**config.mk**
```make
export PLATFORM = sky130hd
export DESIGN_NAME = uart_baud_prescaler
export DESIGN_NICKNAME = d
export VERILOG_FILES = /design/src/rtl/uart_pkg.sv /design/src/rtl/uart_baud_prescaler.sv
export SDC_FILE = /design/constraint.sdc
export NUM_CORES = 1
export LEC_CHECK = 0
export ABC_CLOCK_PERIOD_IN_PS = 2790
export CAP_MARGIN = 25
export CORE_MARGIN = 2
export CORE_UTILIZATION = 50
export DETAILED_ROUTE_END_ITERATION = 8
export DONT_BUFFER_PORTS = 1
export GPL_TIMING_DRIVEN = 0
export PLACE_DENSITY = 0.67
export SLEW_MARGIN = 15
export SYNTH_ARGS = -nofsm -noshare
export SYNTH_HDL_FRONTEND = slang
export SYNTH_SLANG_ARGS = --single-unit
```
**constraint.sdc**
```tcl
create_clock -name i_clk -period 2.79 [get_ports i_clk]
set_clock_uncertainty 0.05 [all_clocks]
set_input_delay 0.558 -clock i_clk [delete_from_list [all_inputs] [get_ports i_clk]]
set_output_delay 0.558 -clock i_clk [all_outputs]
set_load 0.01 [all_outputs]
```
**src/rtl/uart_pkg.sv**
```systemverilog
// Shared UART types: scaler width and the divider type used by the register
// block and the baud prescaler.
package uart_pkg;
    localparam int ScalerWidth = 16;
    typedef logic [ScalerWidth-1:0] scaler_t;
endpackage

```
**src/rtl/uart_baud_prescaler.sv**
```systemverilog
// Programmable clock-enable generator: one-cycle strobe every N clocks plus a
// one-cycle half-period pulse for mid-bit sampling.
module uart_baud_prescaler
    import uart_pkg::*;
#(
    parameter int unsigned InitialDivider = 8
) (
    input  logic    i_clk,
    input  logic    i_rst,
    input  logic    i_en,
    input  scaler_t i_scaler,
    output logic    o_strobe,
    output logic    o_half
);

    scaler_t div_q, div_d;
    scaler_t cnt_q, cnt_d;
    logic    strobe_q, strobe_d;
    logic    half_q, half_d;

    scaler_t eff;
    scaler_t half_pt;
    logic    period_end;

    // A zero scaler would never terminate a period, so it is clamped to 1.
    assign eff        = (i_scaler == '0) ? scaler_t'(1) : i_scaler;
    assign half_pt    = ((div_q >> 1) == '0) ? scaler_t'(1) : (div_q >> 1);
    assign period_end = (cnt_q == div_q - scaler_t'(1));

    always_comb begin
        div_d    = div_q;
        cnt_d    = cnt_q;
        strobe_d = 1'b0;
        half_d   = 1'b0;
        if (!i_en) begin
            cnt_d = '0;
            div_d = eff;
        end else begin
            strobe_d = period_end;
            half_d   = (cnt_q == half_pt - scaler_t'(1));
            if (period_end) begin
                // New divider is only adopted at a period boundary.
                cnt_d = '0;
                div_d = eff;
            end else begin
                cnt_d = cnt_q + scaler_t'(1);
            end
        end
    end

    always_ff @(posedge i_clk or posedge i_rst) begin
        if (i_rst) begin
            div_q    <= scaler_t'(InitialDivider);
            cnt_q    <= '0;
            strobe_q <= 1'b0;
            half_q   <= 1'b0;
        end else begin
            div_q    <= div_d;
            cnt_q    <= cnt_d;
            strobe_q <= strobe_d;
            half_q   <= half_d;
        end
    end

    assign o_strobe = strobe_q;
    assign o_half   = half_q;

endmodule

```
==> results.md <==
* First-pass GRT wire length at 10600 um
* Die width at 76.4 um
* Ant. Diodes at 0
* Cells after Synth at 281
* Synth top area cells: dfrtp_1 32%, xor2_1 9.7%, mux2_4 6.3%
* # IOs at 21
* Fraction of layout cells with a size suffix above 1 at roughly a quarter
* Pwr/cell area at 453 nW/um2
* Status: finished, final reports clean
* Count leader, synth: dfrtp_1
* Synthesized area at 2620 um2
* Total CTS buffers at 5
* 1st-iter DRT viols at 227
* Core ar. at 5070 um2
* Final #Nets at approximately 320
* Post-Syn Nets at 303
* Storage cell area at 853 um2
* Residual DRC at 0
* Layout Utilization at 59.9%
* Max-cap violations at 0
* Number of distinct library cells after synthesis at 56
* Worst slew pin tran at 0.713 ns
* Area Overhead vs Synth at 16.0%
* Post-synth top flop: dfrtp_1
* Final setup fails at 0
* RSZ-0062 raised after global routing: true
* Crit start category: flop
* Worst setup EP type: flop
* Area of the multi-input gates at 1710 um2
* Number of synthesis warnings at 0
* Final global-route overflow total at 0
* Ys async rst share at 100%
* Buffers on Ports at 0
* Fin. max-slew vios at 0
* Vias per cell at 5.87
* Slew HR at 52.4%
* Fill cell count at 451
* CTS Hold Buffers Added at 0
* Die area at 5840 um2
* Fmax at ~0.37 GHz
* Largest net degree at the start of global routing at 35
* Vias in the first global route at between 2000 and 2500
* Root Driver: clkbuf_8
* Leakage at between 1 and 1.5 nW
* Final ANT Viol Nets at 0
* Pre-Repair DR Iteration Count at 5
* Sequential share of the synthesized area at 32.5%
* Synthesized area per cell at between 9 and 10 um2
* Period utilization at 97.7%
* Synth cell count leaders: 33 x dfrtp_1, 29 x xor2_1, 27 x nor2_1
* DP HPWL at 4680 um
* Initial antenna violation count at 0
* Clk_lat worst skew at 0.29 ns
* RD Place Congestion at between 0.9 and 1
* EDFF count, synth at 0
* Synth Register Bits at 34
* Final hold vios at 0
* Clock transition at path regs at 0.08 ns
* Worst path arrival time at between 2 and 3 ns
* Starting density of the core at 51.7%
* WP data required at 2.92 ns
* Crit-path max FO at 7
* Num Clock Sinks at 34
* Worst-case clock buffer depth at 2
* Dominant cell type by area after synthesis: dfrtp_1
* Wire length per cell at 18.2 um
* Synth top area share at 31.5%
* Final min period at 2.73 ns
* Total routing usage reported by global routing at 23.2%
* Final Routed Wirelength at 6750 um
* H-tree depth at 2
* Min-Delay Path Class: in -> async
* Via count at 2171
* VDD IR max at 0.323 mV
* Die H at 76.4 um
* Total power at 1.38 mW
* CTS tree: built
* Path type of the worst setup path: reg -> reg
* Number of cell rows at 26
-- placed cells by master (no fill, tap or decap), types with 2 or more instances in the layout --
master,instances
a21oi_1,6
a21o_1,2
nor2b_1,4
buf_4,17
clkbuf_8,5
nand3_1,10
mux2_4,11
xor2_1,29
buf_2,6
nand2_1,14
nor2_1,27
nand4_1,7
a211o_1,3
and3_1,4
dfrtp_1,32
buf_6,6
ha_1,2
xnor2_1,18
clkbuf_1,6
o21ai_0,3
nor4_2,4
mux2_1,2
o31ai_1,2
nor4_4,3
nand3b_1,2
a31oi_1,5
mux2i_1,2
mux2_2,5
or3_1,2
nand2b_1,2
nor3_1,9
inv_1,8
nor4_1,6
nor3b_1,2
-- per-stage QoR --
| stage | hold WS [ns] | TNS (ns) | instance area, um2 | setup slack, ns | cells |
|---|---|---|---|---|---|
| final | 0.206 | 0 | 3040 | 0.0642 | 370 |
| after global routing | 0.278 | -0.291 | 3040 | -0.0477 | 370 |
| after CTS | 0.227 | 0 | 2870 | 0.00240 | 361 |
| after detailed placement | 0.546 | -6.59 | 2710 | -0.508 | 351 |
| after global placement | 0.553 | -4.45 | 2710 | -0.423 | 351 |
| after floorplan | 0.491 | 0 | 2620 | 0.0260 | 281 |
-- routing by layer --
metal	wire [um]	part of all wire (%)	vias to the layer above	GRT usage, %
li1	-	-	1026	-
met1	3090	46	1040	33.4
met2	3140	47	88	35.4
met3	403	6.0	17	3.79
met4	114	1.7	0	7.64
met5	0	0	-	0
-- final timing paths --
check	startpoint	endpoint	slack (ns)	depth (start not counted)
min in group i_clk	i_scaler[13]	div_q[13]	0.35	1
max in group asynchronous	i_rst	div_q[1]	1.99	1
worst min-delay path	i_rst	div_q[6]	0.21	1
worst min register to register	div_q[0]	div_q[0]	0.59	2
worst max-delay path	div_q[1]	div_q[14]	0.06	9
worst max register to register	div_q[1]	div_q[14]	0.06	9
-- worst max-delay path, cell delays in order, from the launching register on --
cell and delay [ns]:
dfrtp_2 0.48, inv_1 0.08, ha_1 0.21, and2b_2 0.27, a311oi_2 0.35, o22ai_2 0.16, o41ai_4 0.35, buf_4 0.19
buf_4 0.18, mux2_4 0.31
-- area by class of cell --
type / instances / share of cell area (%)
Inverter: 9 / 1.11
Multi-Input combinational cell: 215 / 56.3
Buffer: 19 / 4.32
Sequential cell: 34 / 28.1
Clock inverter: 2 / 1.23
Clock buffer: 6 / 2.39
Tap cell: 70 / 2.88
Timing Repair Buffer: 15 / 3.70
-- repair_timing --
item / 4_1_cts / 5_1_grt
setup endpoints to repair: 33 / 27
cloned: 1 / 0
buffers inserted: 4 / 10
pin swaps: 5 / 10
resized for setup: 8 / 21
-- kinds of logic (layout without fill, tap and decap cells) --
| kind of cell | count (synthesis) | in the layout | share of synthesized area (%) |
|---|---|---|---|
| and+or+nand+nor | 107 | 107 | 23.2 |
| DFF | 34 | 34 | 32.5 |
| AOI/OAI and AO/OA | 38 | 38 | 10.9 |
| adders and majority gates | 3 | 3 | 1.43 |
| buffers and inverters | 32 | 51 | 6.16 |
| xor gates and xnor gates | 47 | 47 | 15.7 |
| muxes | 20 | 20 | 10.1 |
-- sequential cells by signal (all words and copies together) (netlist names) --
name,cells
div_q,16
o_half,1
cnt_q,16
o_strobe,1
-- report_power, final --
| group | switching [mW] | total, mW | internal (mW) |
|---|---|---|---|
| Combinational | 0.192 | 0.358 | 0.166 |
| Clock | 0.191 | 0.457 | 0.267 |
| Sequential | 0.0420 | 0.562 | 0.520 |
| Total | 0.425 | 1.38 | 0.953 |
No activity file was read; power rests on OpenSTA's default activity.
